===== src/rtl/twiddle_seq.sv =====
// Twiddle-factor sequencer for a 32-point radix-2 DIT FFT: walks 5 stages x 16
// butterflies, reads a latency-ROM_LAT twiddle ROM and streams words to the PEs.
module twiddle_seq #(
  parameter int DATA_WIDTH = 16,
  parameter int ROM_LAT    = 2,
  parameter int FIFO_DEPTH = 4
) (
  input  logic                    clk,
  input  logic                    rst_n,
  input  logic                    start,
  input  logic                    abort,
  output logic                    busy,
  output logic                    done,
  output logic                    rom_en,
  output logic [3:0]              rom_addr,
  input  logic [2*DATA_WIDTH-1:0] rom_data,
  output logic                    tw_valid,
  input  logic                    tw_ready,
  output logic [2*DATA_WIDTH-1:0] tw_data,
  output logic [2:0]              tw_stage,
  output logic                    tw_last
);

  localparam int TW_W  = 2 * DATA_WIDTH;
  localparam int ENT_W = TW_W + 4;
  localparam int PTR_W = (FIFO_DEPTH > 1) ? $clog2(FIFO_DEPTH) : 1;
  localparam int CNT_W = $clog2(FIFO_DEPTH + 1);
  localparam int OCC_W = $clog2(FIFO_DEPTH + ROM_LAT + 1);

  typedef enum logic [1:0] {
    S_IDLE,
    S_RUN,
    S_DRAIN
  } state_t;

  state_t           r_state;
  logic             r_busy;
  logic             r_done;
  logic [2:0]       r_stage;
  logic [3:0]       r_bfly;
  logic [3:0]       r_addr;

  logic [ROM_LAT-1:0] r_trk_vld;
  logic [ROM_LAT-1:0] r_trk_last;
  logic [2:0]         r_trk_stg [ROM_LAT];
  logic [ROM_LAT-1:0] w_trk_vld_in;
  logic [ROM_LAT-1:0] w_trk_last_in;
  logic [2:0]         w_trk_stg_in [ROM_LAT];

  logic [ENT_W-1:0] r_mem [FIFO_DEPTH];
  logic [PTR_W-1:0] r_wr_ptr;
  logic [PTR_W-1:0] r_rd_ptr;
  logic [CNT_W-1:0] r_count;

  logic [OCC_W-1:0] w_inflight;
  logic [OCC_W-1:0] w_occ;
  logic [3:0]       w_mask;
  logic [3:0]       w_k;
  logic             w_issue;
  logic             w_issue_last;
  logic             w_push;
  logic             w_pop;
  logic [ENT_W-1:0] w_head;

  function automatic logic [PTR_W-1:0] ptr_inc(input logic [PTR_W-1:0] p);
    return (p == PTR_W'(FIFO_DEPTH - 1)) ? '0 : p + PTR_W'(1);
  endfunction

  // Twiddle index k = (b mod 2^s) * 2^(4-s)
  assign w_mask = 4'((5'd1 << r_stage) - 5'd1);
  assign w_k    = (r_bfly & w_mask) << (3'd4 - r_stage);

  always_comb begin
    w_inflight = '0;
    for (int i = 0; i < ROM_LAT; i++) begin
      w_inflight = w_inflight + OCC_W'(r_trk_vld[i]);
    end
  end

  // Registered counts only; a pop in the same cycle does not free a slot.
  assign w_occ        = OCC_W'(r_count) + w_inflight;
  assign w_issue      = (r_state == S_RUN) && !abort && (w_occ < OCC_W'(FIFO_DEPTH));
  assign w_issue_last = (r_stage == 3'd4) && (r_bfly == 4'd15);

  assign w_push = r_trk_vld[ROM_LAT-1];
  assign w_head = r_mem[r_rd_ptr];
  assign w_pop  = tw_valid && tw_ready;

  assign rom_en   = w_issue;
  assign rom_addr = w_issue ? w_k : r_addr;
  assign busy     = r_busy;
  assign done     = r_done;
  assign tw_valid = (r_count != '0);
  assign tw_data  = tw_valid ? w_head[TW_W-1:0] : '0;
  assign tw_stage = tw_valid ? w_head[TW_W+2:TW_W] : 3'd0;
  assign tw_last  = tw_valid & w_head[TW_W+3];

  always_ff @(posedge clk or negedge rst_n) begin
    if (!rst_n) begin
      r_state <= S_IDLE;
      r_busy  <= 1'b0;
      r_done  <= 1'b0;
      r_stage <= '0;
      r_bfly  <= '0;
      r_addr  <= '0;
    end else begin
      r_done <= 1'b0;
      if (abort) begin
        r_state <= S_IDLE;
        r_busy  <= 1'b0;
        r_stage <= '0;
        r_bfly  <= '0;
      end else begin
        case (r_state)
          S_IDLE: begin
            if (start) begin
              r_state <= S_RUN;
              r_busy  <= 1'b1;
              r_stage <= '0;
              r_bfly  <= '0;
            end
          end
          S_RUN: begin
            if (w_issue) begin
              r_addr <= w_k;
              if (r_bfly == 4'd15) begin
                r_bfly <= '0;
                if (r_stage == 3'd4) begin
                  r_state <= S_DRAIN;
                end else begin
                  r_stage <= r_stage + 3'd1;
                end
              end else begin
                r_bfly <= r_bfly + 4'd1;
              end
            end
          end
          S_DRAIN: begin
            // The last word leaving the FIFO means nothing is left in flight.
            if (w_pop && w_head[TW_W+3]) begin
              r_state <= S_IDLE;
              r_busy  <= 1'b0;
              r_done  <= 1'b1;
            end
          end
          default: begin
            r_state <= S_IDLE;
            r_busy  <= 1'b0;
          end
        endcase
      end
    end
  end

  genvar gi;
  generate
    for (gi = 0; gi < ROM_LAT; gi++) begin : g_trk
      if (gi == 0) begin : g_head
        assign w_trk_vld_in[gi]  = w_issue;
        assign w_trk_last_in[gi] = w_issue_last;
        assign w_trk_stg_in[gi]  = r_stage;
      end else begin : g_tail
        assign w_trk_vld_in[gi]  = r_trk_vld[gi-1];
        assign w_trk_last_in[gi] = r_trk_last[gi-1];
        assign w_trk_stg_in[gi]  = r_trk_stg[gi-1];
      end
    end
  endgenerate

  // ROM output register is free-running; only tracked slots carry real reads.
  always_ff @(posedge clk or negedge rst_n) begin
    if (!rst_n) begin
      r_trk_vld  <= '0;
      r_trk_last <= '0;
      for (int i = 0; i < ROM_LAT; i++) r_trk_stg[i] <= '0;
    end else if (abort) begin
      r_trk_vld  <= '0;
      r_trk_last <= '0;
      for (int i = 0; i < ROM_LAT; i++) r_trk_stg[i] <= '0;
    end else begin
      r_trk_vld  <= w_trk_vld_in;
      r_trk_last <= w_trk_last_in;
      for (int i = 0; i < ROM_LAT; i++) r_trk_stg[i] <= w_trk_stg_in[i];
    end
  end

  always_ff @(posedge clk) begin
    if (w_push && !abort) begin
      r_mem[r_wr_ptr] <= {r_trk_last[ROM_LAT-1], r_trk_stg[ROM_LAT-1], rom_data};
    end
  end

  always_ff @(posedge clk or negedge rst_n) begin
    if (!rst_n) begin
      r_wr_ptr <= '0;
      r_rd_ptr <= '0;
      r_count  <= '0;
    end else if (abort) begin
      r_wr_ptr <= '0;
      r_rd_ptr <= '0;
      r_count  <= '0;
    end else begin
      if (w_push) r_wr_ptr <= ptr_inc(r_wr_ptr);
      if (w_pop)  r_rd_ptr <= ptr_inc(r_rd_ptr);
      r_count <= r_count + CNT_W'(w_push) - CNT_W'(w_pop);
    end
  end

endmodule


===== config.mk =====
export PLATFORM = sky130hd
export DESIGN_NAME = twiddle_seq
export DESIGN_NICKNAME = d
export VERILOG_FILES = /design/src/rtl/twiddle_seq.sv
export SDC_FILE = /design/constraint.sdc
export NUM_CORES = 1
export LEC_CHECK = 0
export BUFFER_PORTS_ARGS = -buffer_cell sky130_fd_sc_hd__buf_2
export CORE_MARGIN = 2
export CORE_UTILIZATION = 65
export CTS_BUF_LIST = sky130_fd_sc_hd__clkbuf_8
export DETAILED_ROUTE_END_ITERATION = 7
export GPL_ROUTABILITY_DRIVEN = 0
export PLACE_DENSITY = 0.94
export REMOVE_ABC_BUFFERS = 1
export SLEW_MARGIN = 20
export SYNTH_ARGS = -nofsm -noshare
export SYNTH_HDL_FRONTEND = slang
export SYNTH_SLANG_ARGS = --single-unit

===== constraint.sdc =====
create_clock -name clk -period 5.4 [get_ports clk]
set_input_delay 1.08 -clock clk [delete_from_list [all_inputs] [get_ports clk]]
set_output_delay 1.08 -clock clk [all_outputs]
set_load 0.01 [all_outputs]

### Yosys cells after proc, flatten, opt, wreduce, memory -nomap -nowiden

Memories as Yosys holds them, arrays and structs flattened.
Index checks and enable logic that the tools add are counted.
W data, S select, Z words.

| word-level totals | value |
|---|---|
| memories | 1 |
| logic and storage cells | 100 |
| flip-flop bits (word level) | 32 |
| memory bits (writable) | 144 |
| input port bits | 37 |
| output and inout port bits | 44 |

Memory list:

| name | depth | bits a word | read ports | clocked after Yosys merged registers in | wr ports | RTL line | source |
|---|---|---|---|---|---|---|---|
| r_mem | 4 | 36 | 1 | 0 | 1 | 50 | `logic [ENT_W-1:0] r_mem [FIFO_DEPTH];` |

| cells by class | value |
|---|---|
| reduce and logical (&&, ||, !) cells | 17 |
| muxes and demuxes | 40 |
| bitwise logic cells | 3 |
| shift operators | 2 |
| $add $sub $neg | 10 |
| equality and inequality tests | 13 |
| order comparisons | 1 |

Operators with widths:

| cell | count |
|---|---|
| $mux W32 | 1 |
| $mux W2 | 14 |
| $mux W3 | 7 |
| $mux W4 | 5 |
| $ne A3 B3 Y1 const B | 4 |
| $reduce_and A5 Y1 | 2 |
| $mux W1 | 8 |
| $pmux W4 S2 | 1 |
| $eq A2 B2 Y1 const B | 3 |
| $logic_and A1 B1 Y1 | 6 |
| $mux W6 | 1 |
| $ne A3 B2 Y1 const B | 2 |
| $pmux W2 S3 | 1 |
| $pmux W3 S2 | 1 |
| $reduce_and A3 Y1 | 2 |
| $reduce_bool A3 Y1 | 2 |
| $add A2 B1 Y2 const B | 2 |
| $add A4 B1 Y4 const B | 1 |
| $and A4 B4 Y4 | 1 |
| $eq A4 B4 Y1 const B | 1 |
| $reduce_bool A2 Y1 | 2 |
| $shl A1 B3 Y4 const A | 1 |
| $shl A4 B3 Y4 | 1 |
| $sub A4 B1 Y4 const B | 1 |
| other kinds (16) | 16 |

### Longest topological paths before layout

| depth | value |
|---|---|
| depth after elaboration | 7 |
| mapped depth | 12 |
| depth with buffers taken out | 11 |

### Worst setup path after synthesis

No wires, ideal clock.

| path | value |
|---|---|
| kind | reg2out |
| start | register r_stage[0] |
| end | output port rom_addr[1] |
| arrival | 2.063 ns |
| path buffers | 1 |
| required time | 4.320 ns |
| slack | 2.257 ns |
| stages on the path, launching flop included | 11 |
| cell sequence | dfrtp_1 > buf_2 > inv_1 > ha_1 > ha_1 > inv_1 > ha_1 > nand2b_1 > mux2i_1 > or3b_1 > nand2_1 |

| between the ends | value |
|---|---|
| cells in the longest elaborated chain, start to end | 5 |
| elaborated cells between the ends (all ways) | 6 |
| those cells by class | add/sub (2); shift (2); mux (1); bitwise (1) |

RTL lines:

| what | RTL line | source |
|---|---|---|
| from (decl) | 39 | `logic [2:0] r_stage;` |
| from (signal assigned) | 131 | `r_stage <= r_stage + 3'd1;` |
| $shl A1 B3 Y4 | 70 | `assign w_mask = 4'((5'd1 << r_stage) - 5'd1);` |
| $sub A4 B1 Y4 | 70 |  |
| $and A4 B4 Y4 | 71 | `assign w_k = (r_bfly & w_mask) << (3'd4 - r_stage);` |
| $shl A4 B3 Y4 (*) | 71 |  |
| $mux W4 (*) | n/a |  |
| to (decl) | 15 | `output logic [3:0] rom_addr,` |

Mark *: on every way between the ends. The rest lies on a longest branch, timed or not.

### Worst setup path in the final report

Ends and elaborated chain as after synthesis.

==> flow_metrics.py <==
metrics = {
    "die": {
        "dieArea_sq_um": 11900,
        "fp.dieW_um": 109,
        "die_h_um": 109,
        "start_util_pct": 66.3,
        "io_pins": 81,
        "core_sq_um": 10800,
        "rows": 38,
    },
    "worst_setup_path": {
        "critical-path-max-stage-delay_ns": 0.55,
        "arrival_ns": 2.94,
        "crit_fanout": 11,
        "crit_type": "flip-flop to output pin",
        "start_kind": "flip-flop",
        "cp_common_cell": "ha_1",
        "path_cells": "inv_1 -> ha_1 -> ha_1 -> inv_1 -> ha_1 -> nand2b_1 -> mux2i_1 -> or3b_1 -> nand2_1 -> buf_2",
        "cp.required_ns": 4.32,
        "critical-path-slowest-cell": "dfrtp_1",
        "end_kind": "output pin",
    },
    "synthesis": {
        "synth.avg_cell_area_sq_um": 17.8,
        "async_flop_share_pct": 18.2,
        "yosysWarnings": 0,
        "synth_top_family_by_area": "multiplexers",
        "synth_top_cell_by_area": "edfxtp_1",
        "yosys.area_share.simple_pct": 8.14,
        "synth-seq-cells": 176,
        "yosys.area_share.xor_xnor_pct": 0.609,
        "synth_compound_area_share_pct": 3.22,
        "synth_edf_count": 144,
        "synth_mux_area_share_pct": 11.6,
        "synth-seq-area-share_pct": 71.3,
        "synthAdderAreaFrac_pct": 3.24,
        "synth_top_area_share_pct": 60.1,
        "yosysMostFrequentCell": "edfxtp_1",
        "netlist_top_cells_area": "edfxtp_1 60%, mux4_2 11%, dfrtp_1 11%",
        "synth_area_sq_um": 7190,
        "synth_cell_types": 49,
        "netlist_instances": 405,
        "synthTopCellsByCount": "144 x edfxtp_1, 40 x and2_1, 36 x mux4_2",
        "synthFlopType": "edfxtp_1",
    },
    "run": {
        "drv_cap": 0,
    },
    "power": {
        "internal_power_uw": 2200,
        "p_per_area_nw_per_um2": 380,
        "p_sw_uw": 866,
        "pwr-share-comb_pct": 21.8,
        "seqPwrFrac_pct": 51.0,
        "power_frac_clock_pct": 27.1,
        "vdd.ir_drop.worst_v": 0.000236,
        "p_leak_uw": 0.00301,
        "switching_share_pct": 28.3,
        "total_power_uw": 3060,
    },
    "sta": {
        "slew_viol_final": 0,
        "hold_violations": 0,
        "fin_crit_ns": 4.02,
        "setup_violations": 0,
        "fmax_mhz": 249,
        "tns_ns": 0,
        "period_share_pct": 74.4,
        "fin_skew_ns": 0.00812,
        "relSlewSlack_pct": 35.5,
        "whs_ns": 0.473,
        "tightest_slew_ns": 0.968,
        "grt_setup_unrepaired": "false",
    },
    "clock_tree": {
        "cts_buffer_depth": 2,
        "cts_resized": 0,
        "numCtsBuffers": 17,
        "clkSlewWorstSetupHoldPaths_ns": 0.09,
        "cts_max_level": 4,
        "cts_tree": "yes",
        "post_cts_buffers": 0,
        "cts.sinks": 176,
        "root_buffer": "clkbuf_8",
        "ctsHoldBuffers": 0,
        "clk_latency_ns": 0.44,
    },
    "route": {
        "drt-wirelength-per-cell_um": 20.6,
        "drt_iter0_drc": 263,
        "first_pass_iters": 5,
        "drc": 0,
        "vias": 3836,
        "ant_nets": 0,
        "routed_wl_um": 13200,
        "post_drt_via_cell_ratio": 5.98,
    },
    "global_route": {
        "grt_pass1_vias": 3841,
        "grt_use_total_pct": 23.8,
        "antenna_found_initial": 0,
        "grt_max_degree": 40,
        "overflow": 0,
        "grt_first_pass_wirelength_um": 20400,
    },
    "layout": {
        "diodes": 0,
        "drive_above_1_share_pct": 31.5,
        "final_cells": 642,
        "area_delta_synth_final_pct": 12.2,
        "nNetsFinal": 545,
        "design_area_sq_um": 8070,
    },
    "place": {
        "dpl_cell_area_sq_um": 7700,
        "dp_cells": 611,
        "io_buffers": 80,
        "dp_hpwl_um": 8470,
    },
    "outcome": {
        "status": "complete, no violations",
    },
    "worst_hold_path": {
        "hold_class": "flip-flop to flip-flop",
    },
}
final timing paths:
kind / slack [ns] / cells past startpoint / endpoint / start
min: 0.47 / 1 / r_trk_last[1] / r_trk_last[0]
min reg2reg: 0.47 / 1 / r_trk_last[1] / r_trk_last[0]
min in group asynchronous: 0.69 / 1 / r_addr[3] / rst_n
max in group asynchronous: 4.20 / 1 / r_rd_ptr[1] / rst_n
max reg2reg: 2.65 / 12 / r_count[2] / r_count[1]
max: 1.38 / 10 / rom_addr[1] / r_stage[0]
worst max-delay path, delay by kind of cell, from the launching register on:
family	cells	cell delay [ns]
and+or+nand+nor	3	0.65
adders and majority gates	3	0.68
muxes	1	0.21
DFF	1	0.55
buffers and inverters	3	0.41
layout make-up:
| type | instances | area, sq um |
|---|---|---|
| sequential | 176 | 5130 |
| fill | 600 | 2770 |
| multi-input combinational | 198 | 1930 |
| timing repair buffer | 82 | 415 |
| clock buffer | 17 | 234 |
| tap | 140 | 175 |
| clock inverter | 14 | 131 |
| inverter | 15 | 56.3 |
flip-flops by register name, summed over array words and instances (netlist names):
name,cells
r_wr_ptr,2
r_rd_ptr,2
r_state,2
r_bfly,4
r_trk_last,2
r_addr,4
r_trk_vld,2
r_stage,3
r_trk_stg,6
r_count,3
r_mem,144
busy,1
done,1
routing by layer:
layer	up-vias	wire length [um]	track usage, %
met1	1920	5090	30.6
met4	0	241	8.05
met5	-	0	0
met3	28	1070	6.93
met2	166	6830	39.5
li1	1722	-	-
power groups by stage:
stage	clock network, uW	logic [uW]	registers [uW]
CTS	840	676	1570
global placement	0	645	1590
detailed placement	0	672	1600
global route	900	738	1570
finish	831	669	1560
floorplan	0	412	1590
logic make-up (layout without fill, tap and decap cells):
kind of cell    Yosys count  in the layout
flops                   176            176
buf+inv                  31            128
simple gates            104            104
mux                      38             38
xor+xnor                  5              5
fa+ha+maj                18             18
compound gates           33             33
cell usage in the layout, fill, tap and decap left out, drive strengths merged, types with 4 or more instances in the layout:
cell    instances
xnor2           4
nor2           14
edfxtp        144
buf            82
o21ai           9
nor2b           9
clkbuf         17
mux4           36
and2           40
a21oi           4
ha             17
clkinv          4
inv            21
nand2          21
dfrtp          32
stage by stage:
stage	utilization [%]	setup slack, ns
2_1_floorplan	-	1.90
3_3_place_gp	71.1	1.92
3_5_place_dp	71.1	1.80
4_1_cts	74.4	1.37
5_1_grt	74.4	1.13
6_report	74.4	1.38
Power figures use the tool's default switching activity.
